## src/rtl/uart_sched_pkg.sv

```systemverilog
// Shared types and frame constants for the UART TX scheduler.
// Frame length depends on UART_SCHED_PARITY_EN.
package uart_sched_pkg;

    typedef enum logic [2:0] {
        IDLE,
        START,
        DATA,
        PARITY,
        STOP
    } state_t;

    localparam int DATA_BITS = 8;

`ifdef UART_SCHED_PARITY_EN
    localparam int FRAME_BITS = 11;
`else
    localparam int FRAME_BITS = 10;
`endif

endpackage

```

## src/rtl/uart_tx_scheduler_if.sv

```systemverilog
// Requester/line bundle between the channel requesters and the scheduler.
interface uart_tx_scheduler_if #(
    parameter int N_CH = 8
);
    localparam int CH_W = $clog2(N_CH);

    logic [N_CH-1:0]   req;
    logic [8*N_CH-1:0] data;
    logic [N_CH-1:0]   ack;
    logic              busy;
    logic [CH_W-1:0]   cur_ch;
    logic [N_CH-1:0]   tx;

    modport master (output req, data, input ack, busy, cur_ch, tx);
    modport slave  (input req, data, output ack, busy, cur_ch, tx);
endinterface

```

## src/rtl/uart_tx_scheduler_rr_arbiter.sv

```systemverilog
// Combinational round-robin arbiter: first set request at or after ptr, wrapping modulo N.
module rr_arbiter #(
    parameter int N = 8
) (
    input  logic [N-1:0]          req,
    input  logic [$clog2(N)-1:0]  ptr,
    output logic                  grant_valid,
    output logic [$clog2(N)-1:0]  grant_idx
);
    localparam int W = $clog2(N);

    logic [W:0] idx;

    always_comb begin
        grant_valid = 1'b0;
        grant_idx   = '0;
        idx         = '0;
        for (int unsigned i = 0; i < N; i++) begin
            idx = {1'b0, ptr} + (W+1)'(i);
            if (idx >= (W+1)'(N)) idx = idx - (W+1)'(N);
            if (!grant_valid && req[idx[W-1:0]]) begin
                grant_valid = 1'b1;
                grant_idx   = idx[W-1:0];
            end
        end
    end
endmodule

```

## src/rtl/uart_tx_scheduler.sv

```systemverilog
// Round-robin scheduler sharing one UART serializer across N_CH per-channel TX lines.
// Optional even parity bit when UART_SCHED_PARITY_EN is defined.
module uart_tx_scheduler
    import uart_sched_pkg::*;
#(
    parameter int N_CH         = 8,
    parameter int CLKS_PER_BIT = 1
) (
    input logic               clk,
    input logic               rst_n,
    uart_tx_scheduler_if.slave bus
);
    localparam int          CH_W      = $clog2(N_CH);
    localparam int          BIT_W     = $clog2(FRAME_BITS);
    localparam logic [15:0] BAUD_LAST = 16'(CLKS_PER_BIT - 1);

    state_t                 state_q, state_n;
    logic [15:0]            baud_q, baud_n;
    logic [BIT_W-1:0]       bit_q, bit_n;
    logic [DATA_BITS-1:0]   shreg_q, shreg_n;
    logic [CH_W-1:0]        ch_q, ch_n, ptr_q, ptr_n;
    logic [N_CH-1:0]        ack_q, ack_n, tx_q, tx_n;
    logic                   busy_q, busy_n;
    logic                   grant_valid;
    logic [CH_W-1:0]        grant_idx;
    logic                   tc;
`ifdef UART_SCHED_PARITY_EN
    logic                   par_q, par_n;
`endif

    rr_arbiter #(.N(N_CH)) u_arb (
        .req         (bus.req),
        .ptr         (ptr_q),
        .grant_valid (grant_valid),
        .grant_idx   (grant_idx)
    );

    assign tc = (baud_q == BAUD_LAST);

    always_ff @(posedge clk) begin
        if (!rst_n) begin
            state_q <= IDLE;
            baud_q  <= '0;
            bit_q   <= '0;
            shreg_q <= '0;
            ch_q    <= '0;
            ptr_q   <= '0;
            ack_q   <= '0;
            tx_q    <= '1;
            busy_q  <= 1'b0;
`ifdef UART_SCHED_PARITY_EN
            par_q   <= 1'b0;
`endif
        end else begin
            state_q <= state_n;
            baud_q  <= baud_n;
            bit_q   <= bit_n;
            shreg_q <= shreg_n;
            ch_q    <= ch_n;
            ptr_q   <= ptr_n;
            ack_q   <= ack_n;
            tx_q    <= tx_n;
            busy_q  <= busy_n;
`ifdef UART_SCHED_PARITY_EN
            par_q   <= par_n;
`endif
        end
    end

    // bit_q counts frame bits (0 = start); shreg_q shifts right so bit 0 is always on the line.
    always_comb begin
        state_n = state_q;
        baud_n  = baud_q;
        bit_n   = bit_q;
        shreg_n = shreg_q;
        ch_n    = ch_q;
        ptr_n   = ptr_q;
        ack_n   = '0;
`ifdef UART_SCHED_PARITY_EN
        par_n   = par_q;
`endif
        case (state_q)
            IDLE: begin
                if (grant_valid) begin
                    state_n          = START;
                    baud_n           = '0;
                    bit_n            = '0;
                    shreg_n          = bus.data[8*grant_idx +: 8];
                    ch_n             = grant_idx;
                    ptr_n            = (grant_idx == CH_W'(N_CH - 1)) ? '0 : CH_W'(grant_idx + 1'b1);
                    ack_n[grant_idx] = 1'b1;
`ifdef UART_SCHED_PARITY_EN
                    par_n            = ^bus.data[8*grant_idx +: 8];
`endif
                end
            end
            default: begin
                baud_n = tc ? '0 : baud_q + 16'd1;
                if (tc) begin
                    bit_n = bit_q + 1'b1;
                    case (state_q)
                        START: state_n = DATA;
                        DATA: begin
                            if (bit_q == BIT_W'(DATA_BITS)) begin
`ifdef UART_SCHED_PARITY_EN
                                state_n = PARITY;
`else
                                state_n = STOP;
`endif
                            end else begin
                                shreg_n = shreg_q >> 1;
                            end
                        end
                        PARITY: state_n = STOP;
                        default: begin
                            state_n = IDLE;
                            bit_n   = '0;
                        end
                    endcase
                end
            end
        endcase
    end

    // Line values are computed from next-state values so tx is a plain register.
    always_comb begin
        tx_n   = '1;
        busy_n = (state_n != IDLE);
        case (state_n)
            START: tx_n[ch_n] = 1'b0;
            DATA:  tx_n[ch_n] = shreg_n[0];
`ifdef UART_SCHED_PARITY_EN
            PARITY: tx_n[ch_n] = par_n;
`endif
            default: ;
        endcase
    end

    assign bus.ack    = ack_q;
    assign bus.tx     = tx_q;
    assign bus.busy   = busy_q;
    assign bus.cur_ch = ch_q;
endmodule

```

## src/flat_wrapper.sv

```systemverilog
// flat-port wrapper written by rule: the top's interface ports become plain ports
module uart_tx_scheduler_flat import uart_sched_pkg::*;
#(
    parameter int N_CH         = 8,
    parameter int CLKS_PER_BIT = 1
)
  (clk, rst_n, bus_req, bus_data, bus_ack, bus_busy, bus_cur_ch, bus_tx);
  uart_tx_scheduler_if #(.N_CH(N_CH)) bus_i ();
  input logic clk;
  input logic rst_n;
  input wire logic [$bits(bus_i.req)-1:0] bus_req;
  input wire logic [$bits(bus_i.data)-1:0] bus_data;
  output wire logic [$bits(bus_i.ack)-1:0] bus_ack;
  output wire logic [$bits(bus_i.busy)-1:0] bus_busy;
  output wire logic [$bits(bus_i.cur_ch)-1:0] bus_cur_ch;
  output wire logic [$bits(bus_i.tx)-1:0] bus_tx;
  assign bus_i.req = bus_req;
  assign bus_i.data = bus_data;
  assign bus_ack = bus_i.ack;
  assign bus_busy = bus_i.busy;
  assign bus_cur_ch = bus_i.cur_ch;
  assign bus_tx = bus_i.tx;
  uart_tx_scheduler #(.N_CH(N_CH), .CLKS_PER_BIT(CLKS_PER_BIT)) u_core (.clk(clk), .rst_n(rst_n), .bus(bus_i));
endmodule
```

## config.mk

```make
export PLATFORM = sky130hd
export DESIGN_NAME = uart_tx_scheduler_flat
export DESIGN_NICKNAME = d
export VERILOG_FILES = /design/src/rtl/uart_sched_pkg.sv /design/src/rtl/uart_tx_scheduler_if.sv /design/src/rtl/uart_tx_scheduler_rr_arbiter.sv /design/src/rtl/uart_tx_scheduler.sv /design/src/flat_wrapper.sv
export SDC_FILE = /design/constraint.sdc
export NUM_CORES = 1
export LEC_CHECK = 0
export ABC_AREA = 1
export CAP_MARGIN = 25
export CORE_MARGIN = 4
export CORE_UTILIZATION = 36
export CTS_CLUSTER_DIAMETER = 60
export CTS_CLUSTER_SIZE = 25
export DETAILED_ROUTE_END_ITERATION = 10
export MAX_ROUTING_LAYER = met4
export SETUP_SLACK_MARGIN = 0.5
export SYNTH_ARGS = -nofsm -noshare
export SYNTH_HDL_FRONTEND = slang
export SYNTH_SLANG_ARGS = --single-unit
```

## constraint.sdc

```tcl
create_clock -name clk -period 2.8 [get_ports clk]
set_input_delay 0.84 -clock clk [delete_from_list [all_inputs] [get_ports clk]]
set_output_delay 0.84 -clock clk [all_outputs]
set_load 0.02 [all_outputs]
```

; After elaboration in Yosys (flattened, before gate mapping)
; Cells that the tools add are included.
[totals]
regBits = 54
latch_bits = 0
ramBits = 0
romBits = 0
input_bits = 74
wordCells = 151
mem_count = 0
[classes]
n_addsub = 18
n_mul = 0
div = 0
order_cmp = 20
eq_ne = 9
n_shift = 1
muxes = 65
bitwise = 2
reduce_logical = 26
[op_table]
columns = cell, n
row1 = $mux 3, 23
row2 = $shiftx 64x7->8, 1
row3 = $mux 16, 3
row4 = $lt 3x4->1 const B, 10
row5 = $mux 8, 5
row6 = $ge 4x4->1 const B, 7
row7 = $bmux 1 s3, 8
row8 = $sub 3x1->3 const B, 8
row9 = $mux 1, 18
row10 = $add 16x1->16 const B, 1
row11 = $add 3x3->4 const B, 4
row12 = $logic_not 16->1, 1
row13 = $mux 4, 4
row14 = $pmux 8 s2, 1
row15 = $eq 3x2->1 const B, 3
row16 = $logic_and 1x1->1, 9
row17 = $pmux 3 s3, 1
row18 = $add 3x2->4 const B, 2
row19 = $not 8->8, 1
row20 = $or 8x8->8, 1
row21 = $logic_not 1->1, 7
row22 = $demux 1 s3, 2
row23 = $eq 3x1->1 const B, 2
row24 = $ge 3x1->1 const B, 2
row25 = other kinds (15), 17

; Depth between registers and ports, before layout
[depth]
ltp_word = 35
depth_mapped = 23
mapped_depth_nobuf = 22

; Modules after synthesis
; Synthesis repeated with hierarchy kept, for this count alone.
[unflattened]
hier_cells = 624
hier_area_um2 = 3922.5
[modules_own_cells]
columns = mod, n_inst, cells_each, area_each_um2, seq_area_each_um2
row1 = uart_tx_scheduler, 1, 488, 3175.5, 1081.0
row2 = rr_arbiter, 1, 136, 747.0, 0.0

; Worst setup path after synthesis
; No wires, ideal clock.
[synth_path]
path_kind = reg2reg
startpoint = register u_core.ptr_q[1]
endpoint = register u_core.ptr_q[2]
setup_ns = 0.119
arrival_time_ns = 2.850
slack_ns = -0.170
path_stages_with_launch = 20
path_buffers = 3
synth_period_minus_slack_ns = 2.970
path_cell_list = dfxtp_1 > buf_6 > inv_2 > ha_1 > inv_2 > nand3_1 > nand3_1 > nand2_2 > nor2_8 > nand4_4 > nor2_4 > nand3_4 > nand3_2 > nand2_4 > buf_6 > buf_6 > ha_1 > ha_1 > o21ai_0 > a21oi_1
[synth_via]
elab_chain_cells = 28
[synth_lines]
columns = item, line_no
row1 = start: declaration, uart_tx_scheduler.sv:21  ; logic [CH_W-1:0] ch_q, ch_n, ptr_q, ptr_n;
row2 = start signal: assignment, uart_tx_scheduler.sv:60  ; ptr_q <= ptr_n;
row3 = branches (longest 28 deep; another with $add 3x1->4), --
; Several ways; the timed one is not identified. The select of a mux whose other input is x is not followed.
; A chain may end at the register's enable or synchronous reset.

; Worst setup path after layout
[layout_path]
startpoint = register u_core.ptr_q[0]
endpoint = register u_core.shreg_q[4]
[layout_via]
elab_chain_cells = 29
[layout_lines]
columns = item, line_no
row1 = branches (longest 29 deep; another with $add 3x1->4), --
row2 = end signal: assignment, uart_tx_scheduler.sv:58  ; shreg_q <= shreg_n;
row3 = end: declaration, uart_tx_scheduler.sv:20  ; logic [DATA_BITS-1:0] shreg_q, shreg_n;
; Several ways; the timed one is not identified. The select of a mux whose other input is x is not followed.

==> impl_metrics.py <==
metrics = {
    "timing": {
        "period_minus_slack_ps": 2870,
        "layout_setup_ws_ps": -65.3,
        "fin_hold_ws_ps": 486,
        "fmax_mhz": 349,
        "rsz0062_at_grt": "true",
        "setup-tns-final_ps": -601,
        "max_slew_margin_pct": 77.0,
        "clock_skew_ps": 9.69,
        "period_share_pct": 102,
        "tightestPinTransition_ps": 343,
        "slew_violations": 0,
        "setup_viol": 13,
        "hold_viol_final": 0,
    },
    "clock_network": {
        "clock_latency_ps": 310,
        "htreeDepth": 2,
        "cts_hold_buffers": 0,
        "clock_path_buffers": 2,
        "clkTransAtPathRegs_ps": 100,
        "numClockSinks": 54,
        "cts-root-buf": "clkbuf_8",
        "cts_tree": "done",
        "cts-buffers-inserted": 5,
    },
    "critical_path": {
        "required_ps": 3040,
        "arrival_ps": 3110,
        "path_cells": "inv_4 > ha_4 > nand3_4 > nand3_4 > nand2_4 > nor2_8 > nand4_4 > nor2_4 > nand3_4 > nand3_4 > nand2_8 > buf_4 > bufbuf_16 > nand2_1 > o21ai_2 > nand2_1 > nand2_1 > inv_1 > nand3_1 > a21oi_2",
        "start_kind": "flip-flop",
        "cp_slowest_cell": "dfxtp_4",
        "crit_type": "reg2reg",
        "r2r_start": "u_core.ptr_q[0]$_SDFFE_PN0P_",
        "cp-startpoint": "u_core.ptr_q[0]$_SDFFE_PN0P_",
        "end_kind": "flip-flop",
        "crit_top_cell": "nand3_4",
        "cp_max_fo": 7,
        "cpPeakStageDelay_ps": 400,
    },
    "global_routing": {
        "grt_overflow": 0,
        "grt_pass1_vias": 4326,
        "grt_max_degree": 19,
        "grt_pass1_wl_um": 19900,
        "antenna_found_initial": 0,
        "grt_usage_pct": 19.3,
    },
    "pwr": {
        "combPwrFrac_pct": 81.7,
        "leakage_uw": 0.00277,
        "peakVddDrop_mv": 0.656,
        "p_int_uw": 4500,
        "p_per_area_nw_per_um2": 1340,
        "p_seq_share_pct": 11.9,
        "p_sw_uw": 3930,
        "p_total_uw": 8430,
        "switching_share_pct": 46.6,
        "clkPwrFrac_pct": 6.4,
    },
    "layout": {
        "layout-drive-gt1-share_pct": 29.7,
        "n_fill_cell": 962,
        "fin_cells": 934,
        "syn_to_final_growth_pct": 64.4,
        "layout_common_cells": "nand2_1 (123), inv_1 (90), clkdlybuf4s50_1 (85), nor2_1 (75), buf_4 (73)",
        "final_util_pct": 60.9,
        "diodes": 0,
        "final_common_cell": "nand2_1",
        "final_nets": 879,
    },
    "die": {
        "floorplan.die_area_sq_um": 12300,
        "fp.dieW_um": 111,
        "io_pins": 94,
        "floorplan.initialDensity_pct": 37.1,
        "die_h_um": 111,
        "fp-row-count": 37,
        "coreArea_sq_um": 10300,
    },
    "synth": {
        "avgSynthCellArea_sq_um": 6.14,
        "yosys_register_bits": 54,
        "synth_nets": 705,
        "synthArstFlopShare_pct": 0,
        "synth_area_sq_um": 3830,
        "synth_edf_count": 0,
        "synth_cell_types": 39,
        "ys_seq_area_share_pct": 28.3,
        "ys_warn_count": 0,
        "ys.flop_type": "dfxtp_1",
        "synthCells": 623,
    },
    "min_path": {
        "hp-start": "u_core.baud_q[6]$_SDFFE_PN0P_",
        "hp-class": "reg2reg",
    },
    "route": {
        "final_antenna_net_count": 0,
        "routed_wirelength_um": 12300,
        "drtPass1Iterations": 5,
        "drc_errors": 0,
        "vias_per_cell": 4.84,
        "vias": 4523,
        "drt_iter0_markers": 212,
        "wl_per_cell_um": 13.2,
    },
    "place": {
        "place.gp.congestion": 0.937,
        "portBuffers": 93,
        "hpwlAfterDp_um": 9140,
        "dp_cells": 888,
    },
    "run": {
        "cap_violations": 0,
    },
    "status": {
        "violations": "setup timing",
        "status": "complete, but fails checks",
    },
}
-- repair_timing --
item	in CTS	in global routing
setup buffers	19	15
endpoints found under the setup margin	52	51
resized for setup	85	58
gates cloned	3	1
pin swaps	52	36
-- per-stage QoR --
stage / cell area, sq um / worst slack, ps
after floorplan: 4040 / 50.3
after global placement: 5450 / -626
after detailed placement: 5450 / -698
after CTS: 5970 / 15.0
after global routing: 6290 / -263
final: 6290 / -65.3
-- Yosys cell counts, types with 4 or more instances --
| cell type | n | share of area [%] |
|---|---|---|
| a21oi_1 | 29 | 3.8 |
| a22o_1 | 5 | 1.1 |
| buf_6 | 5 | 1.5 |
| clkbuf_1 | 5 | 0.49 |
| dfxtp_1 | 54 | 28 |
| ha_1 | 8 | 2.6 |
| inv_1 | 97 | 9.5 |
| inv_2 | 7 | 0.69 |
| nand2_1 | 156 | 15 |
| nand2_2 | 5 | 0.82 |
| nand3_1 | 61 | 8.0 |
| nand3_2 | 4 | 1.0 |
| nand4_1 | 9 | 1.5 |
| nor2_1 | 83 | 8.1 |
| nor2_2 | 5 | 0.82 |
| nor3_1 | 11 | 1.4 |
| o21ai_0 | 33 | 4.3 |
| o21ai_1 | 11 | 1.4 |
-- cell families (layout without fill, tap and decap cells) --
kind of cell	count (synthesis)	count (layout)	synth area share, %
compound gates	90	90	13.2
xor+xnor	5	5	2.03
fa+ha+maj	8	8	2.62
buf+inv	119	294	13.0
flops	54	54	28.3
simple gates	347	347	40.8
-- layout make-up --
cell class | instances | area, sq um | share of cell area (%)
Sequential cell | 54 | 1090 | 17.3
Clock buffer | 5 | 68.8 | 1.09
Timing Repair Buffer | 182 | 1720 | 27.4
Clock inverter | 3 | 48.8 | 0.776
Multi-Input combinational cell | 450 | 2780 | 44.1
Inverter | 104 | 412 | 6.54
Tap cell | 136 | 170 | 2.71
-- flip-flops by register name, indices dropped and copies added (netlist names) --
| name | count |
|---|---|
| u_core.shreg_q | 8 |
| u_core.bit_q | 4 |
| u_core.bus.tx | 8 |
| u_core.bus.busy | 1 |
| u_core.bus.cur_ch | 3 |
| u_core.state_q | 3 |
| u_core.baud_q | 16 |
| u_core.bus.ack | 8 |
| u_core.ptr_q | 3 |
-- power groups by stage --
stage | combinational (uW) | clock, uW | sequential (uW)
final | 6880 | 537 | 1010
after global routing | 7520 | 592 | 1020
after CTS | 6350 | 554 | 1000
after detailed placement | 5130 | 0 | 1010
after global placement | 5090 | 0 | 1010
after floorplan | 3270 | 0 | 1090
-- routing by layer --
metal / up-vias / routed length [um] / global-route usage [%] / share of wire, %
li1: 2339 / - / - / -
met3: 16 / 580 / 2.84 / 4.7
met2: 117 / 6260 / 34.6 / 51
met1: 2051 / 5250 / 23.1 / 43
met5: - / 0 / - / 0
met4: 0 / 206 / 3.65 / 1.7
-- path summary, 6_finish.rpt --
| check | end | slack, ps | cells past startpoint |
|---|---|---|---|
| min reg2reg | u_core.baud_q[6]$_SDFFE_PN0P_ | 490 | 2 |
| min | u_core.baud_q[6]$_SDFFE_PN0P_ | 490 | 2 |
| max reg2reg | u_core.shreg_q[4]$_SDFFE_PN0P_ | -70 | 20 |
| max | u_core.shreg_q[4]$_SDFFE_PN0P_ | -70 | 20 |
-- worst max-delay path, delay by kind of cell, from the launching register on --
| kind | cells | cell delay, ps |
|---|---|---|
| adder cells (fa/ha/maj) | 1 | 360 |
| AO/OA/AOI/OAI | 2 | 190 |
| flip-flops | 1 | 400 |
| buffers and inverters | 4 | 500 |
| AND/OR/NAND/NOR | 13 | 1350 |
Power figures use the tool's default switching activity.
